## src/rtl/mem_access_unit.sv

```systemverilog
// mem_access_unit: MEM-stage data-memory access unit for the 5-stage MIPS pipeline.
// Converts mem_ren/mem_wen into a level req/ack transaction on a slow external
// memory and stalls the pipeline until the transaction completes.
// Optional feature: define MEM_TIMEOUT_EN to abort a BUSY transaction after
// TIMEOUT cycles without ack (bus_err pulses in DONE). Without it BUSY waits
// indefinitely and bus_err is tied low.
module mem_access_unit #(
    parameter int ADDR_WIDTH = 32,
    parameter int DATA_WIDTH = 32,
    parameter int TIMEOUT    = 255
) (
    input  logic                  clk,
    input  logic                  rst,
    input  logic                  mem_valid,
    input  logic                  mem_ren,
    input  logic                  mem_wen,
    input  logic [ADDR_WIDTH-1:0] addr,
    input  logic [DATA_WIDTH-1:0] wdata,
    output logic [DATA_WIDTH-1:0] rdata,
    output logic                  mem_stall,
    output logic                  bus_err,
    output logic                  ext_req,
    output logic                  ext_we,
    output logic [ADDR_WIDTH-1:0] ext_addr,
    output logic [DATA_WIDTH-1:0] ext_wdata,
    input  logic [DATA_WIDTH-1:0] ext_rdata,
    input  logic                  ext_ack
);

    localparam logic [1:0] S_IDLE = 2'd0;
    localparam logic [1:0] S_BUSY = 2'd1;
    localparam logic [1:0] S_DONE = 2'd2;

    logic [1:0]            state_q, state_d;
    logic                  ext_req_q, ext_req_d;
    logic                  ext_we_q, ext_we_d;
    logic [ADDR_WIDTH-1:0] ext_addr_q, ext_addr_d;
    logic [DATA_WIDTH-1:0] ext_wdata_q, ext_wdata_d;
    logic [DATA_WIDTH-1:0] rdata_q, rdata_d;
    logic                  acc;

    // A store wins when both ren and wen are set (ext_we = mem_wen).
    assign acc = mem_valid & (mem_ren | mem_wen);

    // Byte-address low bits are dropped (word-aligned bus); TIMEOUT is only
    // consumed by the optional timeout counter.
    logic unused_ok;
    assign unused_ok = ^{addr[1:0], 8'(TIMEOUT)};

`ifdef MEM_TIMEOUT_EN
    localparam logic [7:0] TIMEOUT_C = 8'(TIMEOUT);
    logic [7:0] cnt_q, cnt_d;
    logic [7:0] cnt_inc;
    logic       bus_err_q, bus_err_d;
    assign cnt_inc = cnt_q + 8'd1;
    assign bus_err = bus_err_q;
`else
    assign bus_err = 1'b0;
`endif

    // Next-state and registered-output logic for the IDLE/BUSY/DONE transaction FSM.
    always_comb begin
        state_d     = state_q;
        ext_req_d   = ext_req_q;
        ext_we_d    = ext_we_q;
        ext_addr_d  = ext_addr_q;
        ext_wdata_d = ext_wdata_q;
        rdata_d     = rdata_q;
`ifdef MEM_TIMEOUT_EN
        cnt_d       = cnt_q;
        bus_err_d   = 1'b0;
`endif
        case (state_q)
            S_IDLE: begin
                if (acc) begin
                    state_d     = S_BUSY;
                    ext_req_d   = 1'b1;
                    ext_we_d    = mem_wen;
                    ext_addr_d  = {addr[ADDR_WIDTH-1:2], 2'b00};
                    ext_wdata_d = wdata;
`ifdef MEM_TIMEOUT_EN
                    cnt_d       = '0;
`endif
                end
            end
            S_BUSY: begin
                if (ext_ack) begin
                    if (!ext_we_q) rdata_d = ext_rdata;
                    ext_req_d = 1'b0;
                    state_d   = S_DONE;
                end
`ifdef MEM_TIMEOUT_EN
                // Abort once the count of ack-less BUSY cycles reaches TIMEOUT.
                else if (cnt_inc == TIMEOUT_C) begin
                    cnt_d     = cnt_inc;
                    ext_req_d = 1'b0;
                    rdata_d   = '0;
                    bus_err_d = 1'b1;
                    state_d   = S_DONE;
                end else begin
                    cnt_d = cnt_inc;
                end
`endif
            end
            // DONE always returns to IDLE; a waiting access is evaluated there.
            default: state_d = S_IDLE;
        endcase
    end

    // State and output registers with synchronous reset.
    always_ff @(posedge clk) begin
        if (rst) begin
            state_q     <= S_IDLE;
            ext_req_q   <= 1'b0;
            ext_we_q    <= 1'b0;
            ext_addr_q  <= '0;
            ext_wdata_q <= '0;
            rdata_q     <= '0;
`ifdef MEM_TIMEOUT_EN
            cnt_q       <= '0;
            bus_err_q   <= 1'b0;
`endif
        end else begin
            state_q     <= state_d;
            ext_req_q   <= ext_req_d;
            ext_we_q    <= ext_we_d;
            ext_addr_q  <= ext_addr_d;
            ext_wdata_q <= ext_wdata_d;
            rdata_q     <= rdata_d;
`ifdef MEM_TIMEOUT_EN
            cnt_q       <= cnt_d;
            bus_err_q   <= bus_err_d;
`endif
        end
    end

    // Stall: IDLE stalls only on a new access; BUSY always; DONE releases.
    always_comb begin
        mem_stall = 1'b0;
        if (!rst) begin
            case (state_q)
                S_IDLE:  mem_stall = acc;
                S_BUSY:  mem_stall = 1'b1;
                default: mem_stall = 1'b0;
            endcase
        end
    end

    assign ext_req   = ext_req_q;
    assign ext_we    = ext_we_q;
    assign ext_addr  = ext_addr_q;
    assign ext_wdata = ext_wdata_q;
    assign rdata     = rdata_q;

endmodule

```

## config.mk

```make
export PLATFORM = sky130hd
export DESIGN_NAME = mem_access_unit
export DESIGN_NICKNAME = d
export VERILOG_FILES = /design/src/rtl/mem_access_unit.sv
export SDC_FILE = /design/constraint.sdc
export NUM_CORES = 1
export LEC_CHECK = 0
export ABC_AREA = 1
export CORE_AREA = 5 5 113 115
export DETAILED_ROUTE_END_ITERATION = 8
export DIE_AREA = 0 0 118 120
export GPL_TIMING_DRIVEN = 0
export MAX_ROUTING_LAYER = met4
export PLACE_DENSITY = 0.85
export SLEW_MARGIN = 0
export SYNTH_ARGS = -nofsm -noshare
export SYNTH_HDL_FRONTEND = slang
export SYNTH_SLANG_ARGS = --single-unit
export TNS_END_PERCENT = 20
```

## constraint.sdc

```tcl
create_clock -name clk -period 1.2 [get_ports clk]
set_clock_uncertainty 0.2 [all_clocks]
set_input_delay 0.12 -clock clk [delete_from_list [all_inputs] [get_ports clk]]
set_output_delay 0.12 -clock clk [all_outputs]
set_load 0.01 [all_outputs]
```

# Word-level counts from Yosys, hierarchy flattened
# Cells that the tools add are included.
# Widths: inputs -> output; s select.
# classes
add_sub_neg,0
multipliers,0
n_div,0
n_lt_le_gt_ge,0
n_eq_ne,3
n_shift,0
muxes,8
n_bitwise,3
reduce_logical,6
# ops
cell,n
$reduce_and 3->1,2
$mux 2,2
$ne 2x2->1 const B,2
$pmux 1 s2,2
$pmux 2 s2,1
$reduce_and 2->1,2
$mux 1,3
$eq 2x1->1 const B,1
$logic_not 2->1,1
$reduce_bool 2->1,1
$and 1x1->1,1
$not 1->1,1
$or 1x1->1,1
# word_totals
register_bits,98
latch_bits,0
mem_bits_rw,0
romBits,0
input_bits,102
n_memories,0

# Depth between registers and ports, before layout
# Gate-level depths: netlist (run 1).
# depth
word_depth,4
ltp_mapped,8
ltp_nobuf,6

# Worst setup path after synthesis (run 1)
# OpenSTA, ideal clock, no wires.
# synth_timing
path_type,register -> output
startpoint,reg state_q[1]
endpoint,out mem_stall
arrival_ns,1.047
setup_slack_ns,-0.167
path_stages_with_launch,6
path_cell_list,dfxtp_1 nor2_1 nand3_1 buf_4 buf_6 a21oi_1
# synth_via
elab_chain_len,3
elab_cells_between_ends,4
# synth_rtl
element,line,source
"start, declared",34,"logic [1:0] state_q, state_d;"
"start signal, assigned",124,state_q <= state_d;
$eq 2x1->1 or $logic_not 2->1 (tied branches),141,case (state_q)
$pmux 1 s2 *,141,
$mux 1 *,140,if (!rst) begin
"end, declared",20,"output logic mem_stall,"
# Mark *: on every way between the ends. The rest lies on a longest branch, timed or not.

# Worst setup path after layout (run 1)
# layout_timing
startpoint,reg state_q[0]
endpoint,out mem_stall
# Same word-level chain as after synthesis.

==> results of run 1 <==
power by group through the flow:
stage / clock network (W) / logic, W / registers [W]
after floorplan: 0 / 0.000723 / 0.00382
after global placement: 0 / 0.00182 / 0.00369
after detailed placement: 0 / 0.00184 / 0.00370
after CTS: 0.00261 / 0.00167 / 0.00362
after global routing: 0.00273 / 0.00190 / 0.00365
final: 0.00251 / 0.00170 / 0.00362
critical path: stages, from the launching register on:
cell and delay (ns):
dfxtp_2 0.33, nor2_4 0.12, nand3_2 0.08, buf_6 0.13, buf_8 0.11, a21oi_4 0.11
buf_6 0.11
through the flow:
step           setup TNS, ns  instances  hold WS (ns)  area [sq um]
6_report              -20.39        993         0.160          6290
5_1_grt               -29.23        993         0.153          6290
4_1_cts               -22.33        987         0.143          6140
3_5_place_dp          -51.81        970         0.258          6280
3_3_place_gp          -51.32        970         0.254          6280
2_1_floorplan          -4.64        627       -0.0183          4130
area by class of cell:
type                    count  area, sq um
well taps                 147          184
inverters                 100          375
flip-flops and latches     98         1970
multi-input cells         396         1590
fillers                  1155         5420
plain buffers              33          327
clock buffers              12          236
repair buffers            206         1600
clock inverters             1         5.00
flip-flops by register name (all words and copies together), names as in the netlist:
register   flops
ext_wdata     32
rdata         32
ext_addr      30
state_q        2
ext_req        1
ext_we         1
kinds of logic after synthesis:
family                 share of synthesized area (%)
AO/OA/AOI/OAI                                  0.369
other                                         0.0921
AND/OR/NAND/NOR                                 36.3
buffers and inverters                           15.0
flip-flops                                      48.2
routing by layer:
metal  track usage [%]  part of all wire, %  vias up
li1                  -                    -     2197
met1              19.4                   44     1777
met2              26.4                   46      146
met3              5.51                  7.2       24
met4              7.31                  2.7        0
met5                 -                    0        -
timing repair:
action | in CTS | in global routing
pin swaps | 6 | 3
endpoints found under the setup margin | 194 | 98
gates resized for setup | 412 | 25
buffers inserted | 4 | 5
endpoints found under the hold margin | 0 | 3
hold buffers | 0 | 1
gates cloned | 0 | 1
how the worst min path moves through the flow:
stage / slack [ns] / end / cells after the start / startpoint
after floorplan: -0.02 / state_q[0] / 1 / rst
after global placement: 0.25 / ext_req / 2 / ext_req
after detailed placement: 0.26 / ext_req / 2 / ext_req
after CTS: 0.14 / ext_addr[11] / 3 / addr[11]
after global routing: 0.15 / ext_addr[7] / 3 / addr[7]
final: 0.16 / ext_wdata[30] / 3 / wdata[30]
layout by cell type (no fill, tap or decap), drive strengths merged:
master,n
dlygate4sd3,1
clkinv,1
nand4,1
clkbuf,17
dfxtp,98
buf,134
nand2,194
dlymetal6s2s,1
nand3,2
a21oi,3
nor2,192
clkdlybuf4s50,98
conb,3
or2,1
inv,100
==> results.md, run 1 <==
- Post-synth EDFFs: 0
- Final wirelength: between 10000 and 15000 microns
- Fraction of layout cells with a size suffix above 1: 20.8%
- Clock share of power: 32.1%
- Synth Register Bits: 98
- Largest net degree at the start of global routing: 14
- Worst Setup EP: mem_stall
- Num CTS Buffers: 9
- Antenna cells: 0
- P_int: 0.00573 W
- Final setup fails: between 90 and 100
- Chip Height: 120 microns
- Leakage power: 3.38 nW
- Pins Over Slew Limit: 0
- Worst reg2reg startpoint: state_q[0]
- Synth area leaders: dfxtp_1, nand2_1, nor2_1
- Biggest area consumer among synthesized cells: dfxtp_1
- DP Wirelength: 8970 microns
- Placeable Area: around 12000 sq um
- ANT nets after route: 0
- Switch Pwr: 0.00210 W
- Port buffer count: 196
- Final WS setup: -0.447 ns
- Total grt overflow: 0
- RSZ-0062 raised after global routing: yes
- Drt pass-1 iters: 4
- Yosys warns: 0
- Switching portion of total power: 26.8%
- CP Data Required Time: a little under 0.9 ns
- Critical Path Source Type: flip-flop
- Crit path kind: flip-flop to primary output
- Post-Synthesis Cells: 625
- Post-placement setup slack: -0.918 ns
- DR vias/cell: 4.17
- DRC: 0
- CP endpoint kind: primary output
- Final period util: 137%
- CP Data Arrival Time: 1.33 ns
- FP Rows: 40
- Failing checks: setup timing
- CTS tree: built
- Area of the die: around 14000 sq um
- Combinational share of power: 21.7%
- Reg clk slew, reported paths: 0.06 ns
- RePlAce Congestion: 0.779
- Clock sinks: 98
- Total power: slightly below 0.008 W
- Worst Hold Class: input port to flip-flop
- Crit path time final: roughly 1.6 ns
- R2R cell count: 9
- CTS root buffer: clkbuf_16
- Total track usage: 16.7%
- FF-to-FF End: rdata[0]
- Drt first-iter violations: 171
- Status: finished, violations left
- Vias in the first global route: 3980
- Primary FF master, synth: dfxtp_1
- Top-area cell type share of the netlist area: 48.2%
- Reg-to-reg slack, setup: -0.29 ns
- Final Util: 53.7%
- Die X: 118 microns
- Layout overhead on the synthesized area: 54.5%
- Starting Density: between 30% and 40%
- Initial antenna violation count: 0
- DR WL/cell: 11.9 microns
- Global-route wire length before repair: 18800 microns
- Sequential share of power: between 40% and 50%
- Mean Syn Cell Area: 6.51 sq um
- Unique masters post-synth: 15
- Number of H-tree levels: 3
- Syn Std Cell Area: 4070 sq um
- Power Dens Cells: 1250 nW/um^2
- Max-Cap Viols: 0
- Via total after detailed routing: approximately 4100
- Max frequency: between 600 and 700 MHz
- Clock Latency Late Sink: 0.34 ns
- Most common library cells after synthesis: nand2_1, nor2_1, dfxtp_1, inv_1, buf_2
- Most numerous cell in the Yosys netlist: nand2_1
- Seq/Total Area, Yosys: 48.2%
- Max Root-Sink Buffers: 2
- Worst Setup SP: state_q[0]
- CP max FO: 2
- NumNets Final: 946
- Async SR Flop Fraction: 0%
- IO Pins: 202
- VDD IR max: 1.15 mV
- Final hold vios: 0
Note: power is estimated with default switching activity, not from simulation.
==> run 2, diff against run 1 <==
==> constraint.sdc (replaced) <==
create_clock -name clk -period 1.2 [get_ports clk]
set_clock_uncertainty 0.2 [all_clocks]
set_input_delay 0.24 -clock clk [delete_from_list [all_inputs] [get_ports clk]]
set_output_delay 0.24 -clock clk [all_outputs]
set_load 0.01 [all_outputs]
==> run 2 against run 1 <==
  * The flow still finishes with violations (setup timing)
  * Combinational power grew 15%
  * Total power is 6.1% higher
  * Critical path depth increased by 2
  * Sequential share of layout area down 1.4 points
  * Clock power up 5%
  * Final cell count up 0.10%
  * Register-to-register slack improved by 0.02 ns
  * Largest power group unchanged
==> results.md, run 2 (same netlist as run 1, synthesis figures left out) <==
- Starting Density: 34.8% (unchanged)
- Placeable Area: 11700 sq um (unchanged)
- DR vias/cell: 4.16 (-0.27%)
- Most common cell after layout, fill and taps aside: nand2_1
- RSZ-0062 raised after global routing: yes
- Final hold vios: 0 (unchanged)
- Total power: 0.00831 W (+6.1%)
- Antenna cells: 0 (unchanged)
- Failing checks: setup timing
- CTS tree: built
- Pins Over Slew Limit: 0 (unchanged)
- Port buffer count: 196 (unchanged)
- Reg-to-reg slack, setup: -0.27 ns (+0.02 ns)
- Chip Height: 120 microns (unchanged)
- Bufs and invs on worst path: 5 (+2)
- Fraction of layout cells with a size suffix above 1: 32.5% (+12 points)
- IO Pins: 202 (unchanged)
- CP Data Required Time: 0.76 ns (-0.12 ns)
- Crit-path max cell delay: 0.47 ns (+0.14 ns)
- Drt pass-1 iters: 4 (unchanged)
- Worst Setup SP: mem_wen
- Fill cells: 1048 (-9.3%)
- CP cell instances: clkdlybuf4s50_1, inv_2, nand2_2, nand3_2, buf_6, buf_8, a21oi_4, buf_6
- Crit path time final: 1.82 ns (+0.170 ns)
- RePlAce Congestion: 0.795 (+2.1%)
- NumNets Final: 944 (-0.21%)
- Final wirelength: 12100 microns (+2.1%)
- Area of the die: 14200 sq um (unchanged)
- DRC: 0 (unchanged)
- Largest net degree at the start of global routing: 16 (+2)
- Worst path slowest cell: clkdlybuf4s50_1
- Num CTS Buffers: 9 (unchanged)
- Die X: 118 microns (unchanged)
- Max Root-Sink Buffers: 2 (unchanged)
- CP endpoint kind: primary output
- Clock sinks: 98 (unchanged)
- ANT nets after route: 0 (unchanged)
- Worst Hold Class: input port to flip-flop
- DP Wirelength: 8930 microns (-0.51%)
- CTS root buffer: clkbuf_16
- Most frequent CP cell: buf_6
- Vias in the first global route: 3975 (-0.13%)
- Global-route wire length before repair: 19300 microns (+2.9%)
- Total grt overflow: 0 (unchanged)
- Final setup fails: 194 (+98%)
- HP Start: mem_ren
- CP Data Arrival Time: 1.38 ns (+0.05 ns)
- Total track usage: 17.4% (+0.74 points)
- Reg clk slew, reported paths: 0.06 ns (about the same)
- Most frequent cells in the layout: nand2_1, nor2_1, buf_6
- Max frequency: 550 MHz (-9.4%)
- Final period util: 151% (+14 points)
- Critical Path Source Type: input port
- Crit path kind: input port to primary output
- Status: finished, violations left
- CP max FO: 2 (unchanged)
- Number of H-tree levels: 3 (unchanged)
- DR WL/cell: 12.2 microns (+2.0%)
- Via total after detailed routing: 4137 (-0.17%)
- FF-to-FF End: rdata[17]
- Worst reg2reg startpoint: state_q[1]
- Leakage power: 3.50 nW (+3.6%)
- Setup TNS: -21.73 ns (-1.34 ns)
- Drt first-iter violations: 170 (-0.58%)
- FP Rows: 40 (unchanged)
- Hold EP: ext_we
- Layout overhead on the synthesized area: 71.0%
- R2R cell count: 9 (unchanged)
- CP top delay family: buffers and inverters
- Initial antenna violation count: 0 (unchanged)
- Cells on Worst Hold Path: 4 (+1)
- Max-Cap Viols: 0 (unchanged)
- Final WS setup: -0.618 ns (-0.170 ns)
- VDD IR max: 0.825 mV (-28%)
- Power Dens Cells: 1190 nW/um^2 (-4.1%)
- Hold WS: 0.124 ns (-0.0363 ns)
- Clock Latency Late Sink: 0.34 ns (about the same)
run 2: cell count changes in the layout (fill, tap and decap cells not counted), moves of 2 or more:
cell	previous run	this run
buf_2	100	3
buf_6	15	108
dfxtp_1	93	0
dfxtp_2	5	98
buf_4	11	16
nand2_1	193	188
nand2_2	0	5
clkinv_2	1	5
nor2_1	173	177
nor2_2	16	13
clkbuf_1	6	4
dlygate4sd2_1	0	2
run 2: repair_timing:
item,4_1_cts,5_1_grt
endpoints found under the setup margin,194,194
setup buffers,5,3
resized for setup,606,23
hold buffers,0,0
pin swaps,4,1
run 2: worst max path at each step:
stage | depth (start not counted) | endpoint | slack [ns]
after floorplan | 5 | mem_stall | -0.19
after global placement | 8 | mem_stall | -1.15
after detailed placement | 8 | mem_stall | -1.17
after CTS | 6 | mem_stall | -0.66
after global routing | 6 | mem_stall | -0.68
final | 8 | mem_stall | -0.62
run 2: power by group:
group          switching, W  internal [W]
registers          0.000172       0.00356
logic              0.000845       0.00110
clock network       0.00124       0.00139
run 2: cell type report:
| class | instances | area, sq um | share of cell area [%] |
|---|---|---|---|
| multi-input combinational | 396 | 1580 | 22.7 |
| clock buffer | 10 | 229 | 3.29 |
| sequential | 98 | 2080 | 29.9 |
| tap | 147 | 184 | 2.64 |
| buffer | 33 | 318 | 4.57 |
| timing repair buffer | 204 | 2150 | 30.9 |
| inverter | 100 | 378 | 5.43 |
| clock inverter | 6 | 33.8 | 0.485 |
run 2: per-layer routing:
metal  up-vias  track usage (%)  wire [microns]
met5         -                -               0
met4         0             6.31             217
met3        17             5.28             902
met2       141             28.7            5860
met1      1783             20.1            5130
li1       2196                -               -
run 2: stage by stage:
step	util [%]	area [sq um]	setup slack [ns]	std cells
after floorplan	-	4110	-0.193	627
after global placement	53.4	6250	-1.15	970
after detailed placement	53.4	6250	-1.17	970
after CTS	58.6	6860	-0.656	991
after global routing	59.4	6960	-0.678	994
final	59.4	6960	-0.618	994
run 2: worst reg2reg max path: cells and delay by family, from the launching register on:
family,cells,cell delay (ns)
buf+inv,4,0.48
flops,1,0.33
simple gates,5,0.35
==> run 3, diff against run 2 <==
Settings changed: SETUP_SLACK_MARGIN set to 0.5.
==> run 3 against run 2 <==
  * The run still ends with setup timing left
  * Combinational power is 7% higher
  * Setup slack better by 0.036 ns
  * Sequential power hardly changed
  * Non-clock buffer count is 12 higher
  * Worst hold slack better by 0.0034 ns
  * Register-to-register slack worse by 0.21 ns
  * Critical path depth is 2 lower
  * Largest cell class unchanged
  * Highest routed layer unchanged
==> results.md, run 3 (same netlist as run 1, synthesis figures left out) <==
- Most frequent cells in the layout: nor2_1, nand2_1, buf_6
- Number of H-tree levels: 3 (unchanged)
- Most common cell after layout, fill and taps aside: nor2_1
- Placeable Area: 11700 sq um (unchanged)
- Crit-path max cell delay: 0.33 ns (-0.14 ns)
- RSZ-0062 raised after global routing: yes
- CP top delay family: buffers and inverters
- Starting Density: 34.8% (unchanged)
- Total track usage: 17.2% (-0.22 points)
- Via total after detailed routing: 4231 (+2.3%)
- VDD IR max: 1.05 mV (+27%)
- DP Wirelength: 8910 microns (-0.21%)
- Antenna cells: 0 (unchanged)
- Inst Count DP: 970 (unchanged)
- Global-route wire length before repair: 19200 microns (-0.54%)
- CTS root buffer: clkbuf_16
- DRC: 0 (unchanged)
- R2R cell count: 10 (+1)
- CP max FO: 2 (unchanged)
- Crit path kind: flip-flop to primary output
- FF-to-FF End: rdata[13]
- Status: finished, violations left
- Worst reg2reg startpoint: state_q[1]
- Drt first-iter violations: 222 (+31%)
- Reg clk slew, reported paths: 0.06 ns (about the same)
- Pins Over Slew Limit: 0 (unchanged)
- Failing checks: setup timing
- CP Data Required Time: 0.76 ns (about the same)
- Fraction of layout cells with a size suffix above 1: 35.3% (+2.8 points)
- Final non-filler cell total: 1005 (+1.1%)
- NumNets Final: 956 (+1.3%)
- CP cell instances: nor2_4, nand3_2, buf_6, buf_8, a21oi_4, buf_6
- Leakage power: 3.64 nW (+3.9%)
- Worst Setup SP: state_q[1]
- Hold Buf Count CTS: 0 (unchanged)
- Worst Setup EP: mem_stall
- RePlAce Congestion: 0.774 (-2.7%)
- Final setup fails: 194 (unchanged)
- Most frequent CP cell: buf_6
- Worst path slowest cell: dfxtp_2
- Initial antenna violation count: 0 (unchanged)
- Max Root-Sink Buffers: 2 (unchanged)
- Area of the die: 14200 sq um (unchanged)
- CP Depth: 6 (-2)
- Max frequency: 561 MHz (+2.0%)
- DR WL/cell: 13.1 microns (+7.8%)
- Final WS setup: -0.582 ns (+0.0358 ns)
- Reg-to-reg slack, setup: -0.48 ns (-0.21 ns)
- Power Dens Cells: 1170 nW/um^2 (-1.9%)
- Post-placement setup slack: -1.17 ns (+0.00309 ns)
- IO Pins: 202 (unchanged)
- Final wirelength: 13200 microns (+9.0%)
- Clock sinks: 98 (unchanged)
- Layout overhead on the synthesized area: 78.9%
- CP endpoint kind: primary output
- FP Rows: 40 (unchanged)
- Final hold vios: 0 (unchanged)
- Largest net degree at the start of global routing: 15 (-1)
- Final period util: 148% (-3.0 points)
- Num CTS Buffers: 9 (unchanged)
- Worst Hold Class: input port to flip-flop
- Chip Height: 120 microns (unchanged)
- Drt pass-1 iters: 4 (unchanged)
- DR vias/cell: 4.21 (+1.2%)
- Clock Latency Late Sink: 0.34 ns (about the same)
- Max-Cap Viols: 0 (unchanged)
- Total grt overflow: 0 (unchanged)
- CTS tree: built
- Die X: 118 microns (unchanged)
- Bufs and invs on worst path: 3 (-2)
- CP Data Arrival Time: 1.34 ns (-0.04 ns)
- Cells on Worst Hold Path: 4 (unchanged)
- Crit path time final: 1.78 ns (-0.0358 ns)
- ANT nets after route: 0 (unchanged)
- Vias in the first global route: 3992 (+0.43%)
- Critical Path Source Type: flip-flop
- Port buffer count: 196 (unchanged)
run 3: changes by cell type in the layout (fill, tap and decap cells not counted), sizes merged:
cell    delta
buf        +5
clkbuf     +9
clkinv     -3
run 3: what timing repair did:
item / CTS / global route
resized for setup: 608 / 51
setup buffers: 7 / 6
cloned: 0 / 7
setup endpoints to repair: 195 / 195
pin swaps: 5 / 12
run 3: per-stage QoR:
step | area, sq um | hold WS [ns] | util [%] | TNS, ns | total power (W)
after global routing | 7280 | 0.152 | 62.2 | -47.59 | 0.00896
after CTS | 6890 | 0.113 | 58.9 | -28.11 | 0.00844
final | 7280 | 0.127 | 62.2 | -36.41 | 0.00853
after global placement | 6270 | 0.258 | 53.5 | -68.06 | 0.00550
after detailed placement | 6270 | 0.271 | 53.5 | -71.42 | 0.00554
after floorplan | 4120 | 0.102 | - | -6.36 | 0.00453
run 3: power by group:
group,total [W],internal [W],switching (W),leakage [nW]
Clock,0.00270,0.00150,0.00120,0.138
Sequential,0.00373,0.00356,0.000173,0.843
Combinational,0.00209,0.00119,0.000900,2.66
Total,0.00853,0.00625,0.00228,3.64
run 3: worst reg2reg max path, cell delays in order (launching register included):
cell and delay, ns:
dfxtp_2 0.33, buf_4 0.13, buf_6 0.11, inv_4 0.05, nand2_4 0.06, nor2_4 0.19, clkbuf_16 0.19, clkbuf_16 0.14
nand2_1 0.05, nand2_1 0.08, nor2_1 0.05
run 3: worst min path at each step:
stage / startpoint / end / slack (ns)
floorplan: rst / state_q[0] / 0.10
global placement: ext_req / ext_req / 0.26
detailed placement: rdata[10] / rdata[10] / 0.27
CTS: mem_ren / ext_we / 0.11
global route: mem_ren / ext_we / 0.15
finish: mem_ren / ext_we / 0.13
run 3: layout make-up:
class                      count  area [sq um]
buffer                        33           350
clock buffer                  12           256
multi-input combinational    396          1630
sequential                    98          2090
clock inverter                 3          15.0
tap                          147           184
timing repair buffer         216          2380
inverter                     100           378
fill                         974          4430
run 3: per-layer routing:
metal	wire (microns)	GRT usage, %	share of wire (%)
met3	916	6.17	6.9
met4	115	4.01	0.87
met1	5400	19.8	41
met2	6770	28.8	51
met5	0	-	0
